## config.mk

```make
export PLATFORM = sky130hd
export DESIGN_NAME = command_sequencer
export DESIGN_NICKNAME = d
export VERILOG_FILES = /design/src/rtl/command_pkg.sv /design/src/rtl/cmd_fifo.sv /design/src/rtl/command_sequencer.sv
export SDC_FILE = /design/constraint.sdc
export NUM_CORES = 1
export LEC_CHECK = 0
export BUFFER_PORTS_ARGS = -buffer_cell sky130_fd_sc_hd__buf_4
export CAP_MARGIN = 20
export CORE_MARGIN = 2
export CORE_UTILIZATION = 40
export DETAILED_ROUTE_END_ITERATION = 10
export HOLD_SLACK_MARGIN = 0.1
export PLACE_DENSITY_LB_ADDON = 0.3
export SYNTH_ARGS = -nofsm -noshare
export SYNTH_HDL_FRONTEND = slang
export SYNTH_SLANG_ARGS = --single-unit
```

## constraint.sdc

```tcl
create_clock -name avr_clk -period 2.1 [get_ports avr_clk]
set_clock_uncertainty 0.15 [all_clocks]
set_input_delay 0 -clock avr_clk [delete_from_list [all_inputs] [get_ports avr_clk]]
set_output_delay 0 -clock avr_clk [all_outputs]
set_load 0.02 [all_outputs]
```

## src/rtl/command_pkg.sv

```systemverilog
// Shared definitions for the CPLD command sequencer: command byte codes,
// line-select encoding, FSM state encoding and the request-to-code encoder.
package command_pkg;

  // Command byte codes driven on the CPLD command bus
  localparam logic [7:0] CMD_IDLE         = 8'h01;
  localparam logic [7:0] CMD_RESET_LO     = 8'h02;
  localparam logic [7:0] CMD_RESET_HI     = 8'h03;
  localparam logic [7:0] CMD_SREG_EN_LO   = 8'h04;
  localparam logic [7:0] CMD_SREG_EN_HI   = 8'h05;
  localparam logic [7:0] CMD_SI_LO        = 8'h06;
  localparam logic [7:0] CMD_SI_HI        = 8'h07;
  localparam logic [7:0] CMD_OE_LO        = 8'h08;
  localparam logic [7:0] CMD_OE_HI        = 8'h09;
  localparam logic [7:0] CMD_WE_LO        = 8'h0A;
  localparam logic [7:0] CMD_WE_HI        = 8'h0C;  // 0x0B is not a WE code on the CPLD
  localparam logic [7:0] CMD_COUNTER_LO   = 8'h0D;
  localparam logic [7:0] CMD_COUNTER_HI   = 8'h0E;
  localparam logic [7:0] CMD_SNES_MODE_LO = 8'h0F;
  localparam logic [7:0] CMD_SNES_MODE_HI = 8'h10;

  // Width of one queued request: {sel, level}
  localparam int REQ_W = 4;

  // CPLD control line selector
  typedef enum logic [2:0] {
    SEL_RESET     = 3'd0,
    SEL_SREG_EN   = 3'd1,
    SEL_SI        = 3'd2,
    SEL_OE        = 3'd3,
    SEL_WE        = 3'd4,
    SEL_COUNTER   = 3'd5,
    SEL_SNES_MODE = 3'd6,
    SEL_ILLEGAL   = 3'd7
  } sel_e;

  // Bus-cycle FSM states
  typedef enum logic [1:0] {
    S_IDLE   = 2'd0,
    S_SETUP  = 2'd1,
    S_STROBE = 2'd2,
    S_HOLD   = 2'd3
  } state_e;

  // One queued request
  typedef struct packed {
    sel_e sel;
    logic level;
  } req_t;

  // Table lookup from (line, level) to command byte; codes are not linear in sel.
  function automatic logic [7:0] encode_cmd(input sel_e sel, input logic level);
    logic [7:0] code;
    code = CMD_IDLE;
    case (sel)
      SEL_RESET:     code = level ? CMD_RESET_HI     : CMD_RESET_LO;
      SEL_SREG_EN:   code = level ? CMD_SREG_EN_HI   : CMD_SREG_EN_LO;
      SEL_SI:        code = level ? CMD_SI_HI        : CMD_SI_LO;
      SEL_OE:        code = level ? CMD_OE_HI        : CMD_OE_LO;
      SEL_WE:        code = level ? CMD_WE_HI        : CMD_WE_LO;
      SEL_COUNTER:   code = level ? CMD_COUNTER_HI   : CMD_COUNTER_LO;
      SEL_SNES_MODE: code = level ? CMD_SNES_MODE_HI : CMD_SNES_MODE_LO;
      default:       code = CMD_IDLE;
    endcase
    return code;
  endfunction

endpackage

```

## src/rtl/cmd_fifo.sv

```systemverilog
// Request queue for the command sequencer: synchronous FIFO with a registered
// occupancy count, first-word fall-through read data and async active-high reset.
module cmd_fifo
  import command_pkg::*;
#(
  parameter int DEPTH = 4,
  parameter int WIDTH = REQ_W
) (
  input  logic             i_clk,
  input  logic             i_rst,
  input  logic             i_push,
  input  logic [WIDTH-1:0] i_wdata,
  input  logic             i_pop,
  output logic [WIDTH-1:0] o_rdata,
  output logic             o_full,
  output logic             o_empty
);

  localparam int PTR_W = (DEPTH > 1) ? $clog2(DEPTH) : 1;
  localparam int CNT_W = $clog2(DEPTH + 1);

  logic [WIDTH-1:0] r_mem [DEPTH];
  logic [PTR_W-1:0] r_wr_ptr;
  logic [PTR_W-1:0] r_rd_ptr;
  logic [CNT_W-1:0] r_count;
  logic             w_do_push;
  logic             w_do_pop;

  // Flags come straight from the registered count, so a pop cannot reopen a full queue in the same cycle
  assign o_full    = (r_count == CNT_W'(DEPTH));
  assign o_empty   = (r_count == {CNT_W{1'b0}});
  assign w_do_push = i_push && !o_full;
  assign w_do_pop  = i_pop && !o_empty;
  assign o_rdata   = r_mem[r_rd_ptr];

  // Storage write and pointer/count bookkeeping; pointers wrap naturally since DEPTH is a power of 2
  always_ff @(posedge i_clk or posedge i_rst) begin
    if (i_rst) begin
      for (int i = 0; i < DEPTH; i++) begin
        r_mem[i] <= {WIDTH{1'b0}};
      end
      r_wr_ptr <= {PTR_W{1'b0}};
      r_rd_ptr <= {PTR_W{1'b0}};
      r_count  <= {CNT_W{1'b0}};
    end else begin
      if (w_do_push) begin
        r_mem[r_wr_ptr] <= i_wdata;
        r_wr_ptr        <= r_wr_ptr + PTR_W'(1);
      end
      if (w_do_pop) begin
        r_rd_ptr <= r_rd_ptr + PTR_W'(1);
      end
      case ({w_do_push, w_do_pop})
        2'b10:   r_count <= r_count + CNT_W'(1);
        2'b01:   r_count <= r_count - CNT_W'(1);
        default: r_count <= r_count;
      endcase
    end
  end

endmodule

```

## src/rtl/command_sequencer.sv

```systemverilog
// AVR-side initiator for the CPLD 8-bit command bus. Queues line-level
// requests, encodes them and runs a setup/strobe/hold cycle per command,
// keeping a shadow of the last commanded level on each line.
// Optional feature macro: CMD_SHADOW_FILTER_EN (drop requests that match the shadow).
module command_sequencer
  import command_pkg::*;
#(
  parameter int FIFO_DEPTH = 4,
  parameter int SETUP_CYC  = 2,
  parameter int STROBE_CYC = 2,
  parameter int HOLD_CYC   = 2
) (
  input  logic       avr_clk,
  input  logic       avr_rst,
  input  logic       req_valid,
  output logic       req_ready,
  input  logic [2:0] req_sel,
  input  logic       req_level,
  output logic [7:0] cmd_ctrl,
  output logic       cmd_clk,
  output logic       busy,
  output logic [6:0] shadow,
  output logic       err
);

  localparam int MAX_AB  = (SETUP_CYC > STROBE_CYC) ? SETUP_CYC : STROBE_CYC;
  localparam int MAX_CYC = (MAX_AB > HOLD_CYC) ? MAX_AB : HOLD_CYC;
  localparam int CNT_W   = (MAX_CYC > 1) ? $clog2(MAX_CYC) : 1;
  localparam logic [CNT_W-1:0] SETUP_LAST  = CNT_W'(SETUP_CYC - 1);
  localparam logic [CNT_W-1:0] STROBE_LAST = CNT_W'(STROBE_CYC - 1);
  localparam logic [CNT_W-1:0] HOLD_LAST   = CNT_W'(HOLD_CYC - 1);

  state_e           r_state;
  state_e           w_state_nxt;
  logic [CNT_W-1:0] r_cnt;
  logic [CNT_W-1:0] w_cnt_nxt;
  logic [7:0]       r_cmd_ctrl;
  logic [7:0]       w_cmd_ctrl_nxt;
  logic             r_cmd_clk;
  logic             w_cmd_clk_nxt;
  logic [6:0]       r_shadow;
  logic [6:0]       w_shadow_nxt;
  req_t             r_cur;
  req_t             w_cur_nxt;
  logic             r_err;
  logic             w_err_nxt;

  logic             w_accept;
  logic             w_push;
  logic             w_pop;
  logic             w_full;
  logic             w_empty;
  logic [REQ_W-1:0] w_rdata;
  req_t             w_head;
  logic             w_discard;
  logic             w_cyc_last;

  assign w_accept  = req_valid && !w_full;
  assign w_push    = w_accept && (req_sel != SEL_ILLEGAL);
  assign w_head    = req_t'(w_rdata);
  assign req_ready = !w_full;
  assign busy      = (r_state != S_IDLE) || !w_empty;
  assign cmd_ctrl  = r_cmd_ctrl;
  assign cmd_clk   = r_cmd_clk;
  assign shadow    = r_shadow;
  assign err       = r_err;

`ifdef CMD_SHADOW_FILTER_EN
  logic [7:0] w_shadow8;
  assign w_shadow8 = {1'b0, r_shadow};
  assign w_discard = (w_head.level == w_shadow8[w_head.sel]);
`else
  assign w_discard = 1'b0;
`endif

  cmd_fifo #(
    .DEPTH (FIFO_DEPTH),
    .WIDTH (REQ_W)
  ) u_fifo (
    .i_clk   (avr_clk),
    .i_rst   (avr_rst),
    .i_push  (w_push),
    .i_wdata ({req_sel, req_level}),
    .i_pop   (w_pop),
    .o_rdata (w_rdata),
    .o_full  (w_full),
    .o_empty (w_empty)
  );

  // Flag the last cycle of the current timed phase
  always_comb begin
    w_cyc_last = 1'b0;
    case (r_state)
      S_SETUP:  w_cyc_last = (r_cnt == SETUP_LAST);
      S_STROBE: w_cyc_last = (r_cnt == STROBE_LAST);
      S_HOLD:   w_cyc_last = (r_cnt == HOLD_LAST);
      default:  w_cyc_last = 1'b0;
    endcase
  end

  // Next-state logic: pop in idle, then walk setup/strobe/hold with a shared phase counter
  always_comb begin
    w_state_nxt = r_state;
    w_cnt_nxt   = r_cnt;
    w_pop       = 1'b0;
    case (r_state)
      S_IDLE: begin
        if (!w_empty) begin
          w_pop = 1'b1;
          if (w_discard) begin
            w_state_nxt = S_IDLE;
          end else begin
            w_state_nxt = S_SETUP;
          end
        end else begin
          w_state_nxt = S_IDLE;
        end
        w_cnt_nxt = {CNT_W{1'b0}};
      end
      S_SETUP, S_STROBE, S_HOLD: begin
        if (w_cyc_last) begin
          w_cnt_nxt = {CNT_W{1'b0}};
          case (r_state)
            S_SETUP:  w_state_nxt = S_STROBE;
            S_STROBE: w_state_nxt = S_HOLD;
            default:  w_state_nxt = S_IDLE;
          endcase
        end else begin
          w_cnt_nxt = r_cnt + CNT_W'(1);
        end
      end
      default: begin
        w_state_nxt = S_IDLE;
        w_cnt_nxt   = {CNT_W{1'b0}};
      end
    endcase
  end

  // Output logic: next values of the bus, shadow and error pulse
  always_comb begin
    w_cmd_ctrl_nxt = r_cmd_ctrl;
    w_cmd_clk_nxt  = r_cmd_clk;
    w_shadow_nxt   = r_shadow;
    w_cur_nxt      = r_cur;
    case (r_state)
      S_IDLE: begin
        w_cmd_clk_nxt = 1'b0;
        if (w_pop && !w_discard) begin
          w_cmd_ctrl_nxt = encode_cmd(w_head.sel, w_head.level);
          w_cur_nxt      = w_head;
        end else begin
          w_cmd_ctrl_nxt = CMD_IDLE;
        end
      end
      S_SETUP: begin
        if (w_cyc_last) begin
          w_cmd_clk_nxt = 1'b1;
        end else begin
          w_cmd_clk_nxt = 1'b0;
        end
      end
      S_STROBE: begin
        if (w_cyc_last) begin
          w_cmd_clk_nxt = 1'b0;
        end else begin
          w_cmd_clk_nxt = 1'b1;
        end
      end
      S_HOLD: begin
        w_cmd_clk_nxt = 1'b0;
        if (w_cyc_last) begin
          w_cmd_ctrl_nxt          = CMD_IDLE;
          w_shadow_nxt[r_cur.sel] = r_cur.level;
        end else begin
          w_cmd_ctrl_nxt = r_cmd_ctrl;
        end
      end
      default: begin
        w_cmd_ctrl_nxt = CMD_IDLE;
        w_cmd_clk_nxt  = 1'b0;
      end
    endcase
    w_err_nxt = w_accept && (req_sel == SEL_ILLEGAL);
  end

  // State and output registers; reset forces the bus to IDLE immediately, even mid-transfer
  always_ff @(posedge avr_clk or posedge avr_rst) begin
    if (avr_rst) begin
      r_state    <= S_IDLE;
      r_cnt      <= {CNT_W{1'b0}};
      r_cmd_ctrl <= CMD_IDLE;
      r_cmd_clk  <= 1'b0;
      r_shadow   <= 7'b000_0000;
      r_cur      <= '{sel: SEL_RESET, level: 1'b0};
      r_err      <= 1'b0;
    end else begin
      r_state    <= w_state_nxt;
      r_cnt      <= w_cnt_nxt;
      r_cmd_ctrl <= w_cmd_ctrl_nxt;
      r_cmd_clk  <= w_cmd_clk_nxt;
      r_shadow   <= w_shadow_nxt;
      r_cur      <= w_cur_nxt;
      r_err      <= w_err_nxt;
    end
  end

endmodule
```

After elaboration in Yosys (flattened, before gate mapping):

Index checks and enable logic that the tools add are counted.

* add/sub/neg operators: 5
* $lt $le $gt $ge: 5
* eq/ne operators: 16
* multiplexer cells: 33
* bitwise operators: 2
* reduce and logical (&&, ||, !) cells: 21

Operators by type and width (count)
* $pmux 5 s7: 1
* $bwmux 16: 1
* $mux 8: 2
* $pmux 8 s2: 1
* $eq 3x3->1 const B: 5
* $mux 1: 12
* $mux 4: 3
* $bmux 4 s2: 1
* $demux 4 s2: 1
* $pmux 2 s2: 2
* $bwmux 7: 1
* $logic_and 1x1->1: 7
* $eq 2x2->1 const B: 3
* $eq 3x2->1 const B: 2
* $ge 3x3->1 const B: 2
* $logic_not 3->1: 2
* $not 2->3: 2
* $pmux 3 s2: 1
* $reduce_and 2->1: 3
* $reduce_bool 2->1: 3
* $mux 5: 1
* $add 2x1->2 const B: 2
* $eq 2x1->1 const B: 2
* $lt 3x4->1 const B: 1
* 19 further kinds: 21

* flip-flop bits (word level): 47
* bits of input ports: 7
* output and inout bits: 19
* logic and storage cells: 97

Longest topological paths before layout:

* depth after elaboration: 8
* depth in mapped cells: 10
* gate-level depth less buffers: 10

By module:

Synthesis repeated with hierarchy kept, for this count alone.

* cells, all modules: 168
* area total of the unflattened synthesis: 2162.1 um^2

Modules (own cells, without submodules)
* cmd_fifo: instances 1, cells an instance 78, area each 1108.6 um^2, sequential area each 575.6 um^2
* command_sequencer: instances 1, cells an instance 90, area each 1053.5 um^2, sequential area each 526.8 um^2

Worst setup path after synthesis:

No wires, ideal clock.

* path type: register to register
* from: register u_fifo.r_count[0]
* to: register u_fifo.r_count[2]
* library setup time: 0.079 ns
* arrival time: 2.281 ns
* required time: 1.871 ns
* setup slack: -0.410 ns
* stages on the path, launching flop included: 11
* path buffers: 1
* clock period less this slack: 2.510 ns
* cells stage by stage: dfrtp_1 or3b_1 and3_1 buf_4 inv_1 ha_1 inv_1 fa_1 xor2_1 nor2_1 xor2_1

* longest elaborated chain between the ends: 7
* elaborated cells on any way between the ends: 16
* those cells by class: 2 x add/sub; 3 x eq/ne; 3 x mux; 8 x reduce/logical

Ends and longest elaborated chain
* from (decl): RTL line cmd_fifo.sv:25 `logic [CNT_W-1:0] r_count;`
* from (signal assigned): RTL line cmd_fifo.sv:44 `r_count <= {CNT_W{1'b0}};`
* from (signal assigned): RTL line cmd_fifo.sv:54 `2'b10: r_count <= r_count + CNT_W'(1);`
* from (signal assigned): RTL line cmd_fifo.sv:55 `2'b01: r_count <= r_count - CNT_W'(1);`
* $eq 3x3->1 *: RTL line cmd_fifo.sv:30 `assign o_full = (r_count == CNT_W'(DEPTH));`
* $logic_not 1->1 *
* net req_ready: RTL line command_sequencer.sv:16 `output logic req_ready,`
* $logic_and 1x1->1: RTL line command_sequencer.sv:58 `assign w_accept = req_valid && !w_full;`
* $logic_and 1x1->1: RTL line command_sequencer.sv:59 `assign w_push = w_accept && (req_sel != SEL_ILLEGAL);`
* $logic_and 1x1->1 *: RTL line cmd_fifo.sv:32 `assign w_do_push = i_push && !o_full;`
* $eq 2x1->1 / $eq 2x2->1 (equally long branches): RTL line cmd_fifo.sv:53 `case ({w_do_push, w_do_pop})`
* $pmux 3 s2 / $reduce_bool 2->1 (equally long branches)

Mark *: on every way through the listed nets, which the timed path passes. The rest lies on a longest branch.
A chain may end at the register's enable or synchronous reset.

Final worst setup path:

* from: register u_fifo.r_count[0]
* to: register u_fifo.r_count[2]

* longest elaborated chain between the ends: 7
* elaborated cells on any way between the ends: 16
* those cells by class: 2 x add/sub; 3 x eq/ne; 3 x mux; 8 x reduce/logical

Ends and longest elaborated chain (RTL line)
* $eq 3x3->1: cmd_fifo.sv:30
* $logic_not 1->1: cmd_fifo.sv:32, command_sequencer.sv:58
* $logic_and 1x1->1: command_sequencer.sv:58
* $logic_and 1x1->1: command_sequencer.sv:59
* $logic_and 1x1->1: cmd_fifo.sv:32
* $eq 2x1->1 / $eq 2x2->1 (equally long branches): cmd_fifo.sv:53
* $pmux 3 s2 / $reduce_bool 2->1 (equally long branches)

Parallel ways exist; a longest one is shown, timed or not.

==> metrics.md <==
| Metric | Value |
|---|---|
| Clock slew at reported path FFs | `about 0.080 ns` |
| Combinational share of power | `0.502` |
| RR Startpoint | `u_fifo.r_count[0]` |
| Synth Area per Inst | `~12 um^2` |
| Power per standard cell area | `approximately 1600 mW/mm^2` |
| Asr flop ratio synth | `1.00` |
| DR vias | `1393` |
| RePlAce Congestion | `a little under 0.8` |
| CP Data Arrival Time | `2.20 ns` |
| Startpoint Class | `flip-flop` |
| CP cell instances | `or3b_4, and3_4, inv_2, ha_4, inv_2, fa_2, xor2_1, nor2_1, xor2_1` |
| Final worst path period share | `1.01` |
| Cell taking the most area after synthesis | `dfrtp_1` |
| NetSw | `approximately 1600 uW` |
| Fin cells | `between 200 and 300` |
| Worst Path Class, Setup | `flip-flop to flip-flop` |
| Hold Crit Class | `input pin to async pin` |
| Post-Syn Instances | `between 150 and 200` |
| Max Cap Violations | `0` |
| RSZ-0062 raised after global routing | `true` |
| Synth Cell Area | `~0.0021 mm^2` |
| R2R Setup Slk | `-0.03 ns` |
| Number of port buffers | `22` |
| CTS buffer count | `5` |
| Clk Tree Root Cell | `clkbuf_8` |
| Cell family with most CP delay | `simple AND/OR/NAND/NOR gates` |
| Die height | `roughly 77 um` |
| Post-DRT Antenna Nets | `0` |
| Dpl hpwl | `between 2000 and 3000 um` |
| Sequential cell area fraction in the yosys report | `0.515` |
| Gr usage total | `0.136` |
| Yosys warns | `0` |
| EDFF count, synth | `0` |
| Fin area | `between 0.002 and 0.003 mm^2` |
| Worst Path Required | `approximately 2.2 ns` |
| Filler cells | `492` |
| Remaining Overflow, GRT | `0` |
| Net Sw Frac | `0.365` |
| CP Capture Type | `flip-flop` |
| Largest net degree at the start of global routing | `45` |
| Flop pwr share | `0.351` |
| # clock sinks | `44` |
| First-pass GRT wire length | `between 6000 and 7000 um` |
| CTS tree | `yes` |
| Post-synth top cells | `dfrtp_1, mux2_2, nand2_1, inv_1, ha_1` |
| Final setup margin | `-0.0288 ns` |
| Cells after DPL | `275` |
| H-tree depth | `2` |
| DRT Pass-1 Iters | `4` |
| CP max stage cell | `or3b_4` |
| Final Slew Violations | `0` |
| R2r endpoint | `u_fifo.r_count[2]` |
| Drt via density | `4.72` |
| Layout cell share with drive strength beyond 1 | `0.422` |
| Ys flop type | `dfrtp_1` |
| Critical path depth in cells | `9` |
| Most frequent cell after synthesis | `dfrtp_1` |
| Area after DPL | `about 0.0025 mm^2` |
| WL final | `about 3700 um` |
| Flop and latch count out of synthesis | `between 40 and 50` |
| 1st-iter DRT viols | `57` |
| Leak Pwr | `around 0.0013 uW` |
| DIE AREA | `slightly below 0.006 mm^2` |
| Final hold viol count | `0` |
| Routed len/inst | `approximately 13 um` |
| Clk buf depth | `2` |
| End of the critical path | `u_fifo.r_count[2]` |
| Antenna violations before repair | `0` |
| Largest cells by area after synthesis | `dfrtp_1, mux2_2, ha_1` |
| Worst setup path startpoint | `u_fifo.r_count[0]` |
| IO Pins | `26` |
| Hold WS | `approximately 0.13 ns` |
| DR DRC count | `0` |
| CP max stage delay | `0.41 ns` |
| Register Area | `0.00110 mm^2` |
| Failing checks | `setup timing` |
| Clock latency at the later pin of the worst-skew pair | `between 0.2 and 0.3 ns` |
| Std cell rows | `26` |
| Clock share of power | `0.146` |
| Area of the multi-input gates | `985 um^2` |
| Fmax | `0.470 GHz` |
| Maximum vdd drop | `between 0.6 and 0.7 mV` |
| Distinct cell type count after synthesis | `37` |
| Post-synth top area share | `0.503` |
| Nets | `about 240` |
| Initial Utilization | `0.416` |
| Worst Path Max Fanout | `2` |
| Vias in the first global route | `between 1000 and 1500` |
| ANT cells | `0` |
| Setup Viol. Count Final | `1` |
| Status | `finished with violations` |
| Total core area | `0.00514 mm^2` |
| Die width | `between 70 and 80 um` |
| FF-to-FF path depth | `9` |
| CP bufs+invs | `2` |
| Area Overhead vs Synth | `27.0%` |
| Int Pwr | `around 2800 uW` |
| Final min period | `between 2 and 2.5 ns` |
==> worst min-delay path by stage <==
stage | cells past startpoint | endpoint | slack, ns | start
floorplan | 2 | err | -0.04 | req_valid
global placement | 3 | u_fifo.r_wr_ptr[0] | -0.09 | avr_rst
detailed placement | 3 | u_fifo.r_wr_ptr[1] | -0.08 | avr_rst
CTS | 4 | u_fifo.r_mem[13] | 0.14 | avr_rst
global route | 4 | u_fifo.r_rd_ptr[0] | 0.17 | avr_rst
finish | 4 | u_fifo.r_wr_ptr[0] | 0.13 | avr_rst
==> layout make-up <==
class                      instances  share of cell area
clock buffer                       5              0.0253
clock inverter                     3              0.0157
inverter                          13              0.0180
multi-input combinational        113               0.362
sequential                        44               0.406
tap                               70              0.0322
timing repair buffer              47               0.141
==> power by group through the flow <==
stage / logic, uW / clock network [uW] / registers, uW
after floorplan: 1450 / 0 / 1610
final: 2210 / 645 / 1550
after CTS: 2220 / 668 / 1550
after global placement: 2090 / 0 / 1560
after detailed placement: 2130 / 0 / 1580
after global routing: 2450 / 692 / 1610
==> kinds of logic after synthesis <==
| logic type | synth area share |
|---|---|
| AOI/OAI and AO/OA | 0.0462 |
| xor gates and xnor gates | 0.0287 |
| adders and majority gates | 0.0731 |
| buffers and inverters | 0.0421 |
| DFF | 0.515 |
| muxes | 0.184 |
| other | 0.00175 |
| and+or+nand+nor | 0.109 |
==> routing by layer <==
| layer | global-route usage | up-vias | wire, um |
|---|---|---|---|
| met5 | 0 | - | 0 |
| met4 | 0.0482 | 0 | 49 |
| met3 | 0.0294 | 5 | 129 |
| met2 | 0.223 | 24 | 1750 |
| met1 | 0.176 | 674 | 1780 |
| li1 | - | 690 | - |
==> per-stage QoR <==
stage / setup slack (ns) / TNS (ns) / util / total power [uW]
final: -0.0288 / -0.0288 / 0.529 / 4400
after floorplan: -0.187 / -0.255 / - / 3060
after global routing: -0.0920 / -0.0920 / 0.529 / 4750
after global placement: -0.00140 / -0.00140 / 0.485 / 3650
after CTS: -0.0145 / -0.0145 / 0.527 / 4430
after detailed placement: -0.0370 / -0.0370 / 0.485 / 3700
==> registers in the layout (all words and copies together), names as in the netlist <==
register / count
shadow: 7
cmd_clk: 1
u_fifo.r_wr_ptr: 2
u_fifo.r_count: 3
r_cur: 4
r_state: 2
u_fifo.r_rd_ptr: 2
err: 1
r_cnt: 1
u_fifo.r_mem: 16
cmd_ctrl: 5
==> tightest hold or removal path: cells and delay by family <==
family   cells  cell delay, ns
buf+inv      4            0.95
==> cells in the final DEF, fill, tap and decap left out, types with 3 or more instances in the layout <==
| cell | Yosys | final |
|---|---|---|
| dfrtp_1 | 43 | 43 |
| clkbuf_8 | 0 | 5 |
| o21ai_0 | 6 | 6 |
| dlygate4sd3_1 | 0 | 7 |
| inv_1 | 13 | 10 |
| conb_1 | 1 | 3 |
| buf_4 | 4 | 39 |
| mux2_2 | 26 | 26 |
| nor3b_1 | 3 | 3 |
| ha_1 | 10 | 9 |
| nor2b_1 | 3 | 3 |
| nand2_1 | 15 | 14 |
| xnor2_1 | 5 | 5 |
| nand2_2 | 4 | 5 |
| nor2_1 | 6 | 6 |
| mux4_2 | 4 | 4 |
==> what timing repair did <==
| item | CTS | global route |
|---|---|---|
| resized for setup | 0 | 2 |
| hold endpoints to repair | 61 | 0 |
| setup buffers | 5 | 0 |
| setup endpoints to repair | 1 | 2 |
| hold buffers | 7 | 0 |
| pin swaps | 4 | 1 |
Note: power is estimated with default switching activity, not from simulation.
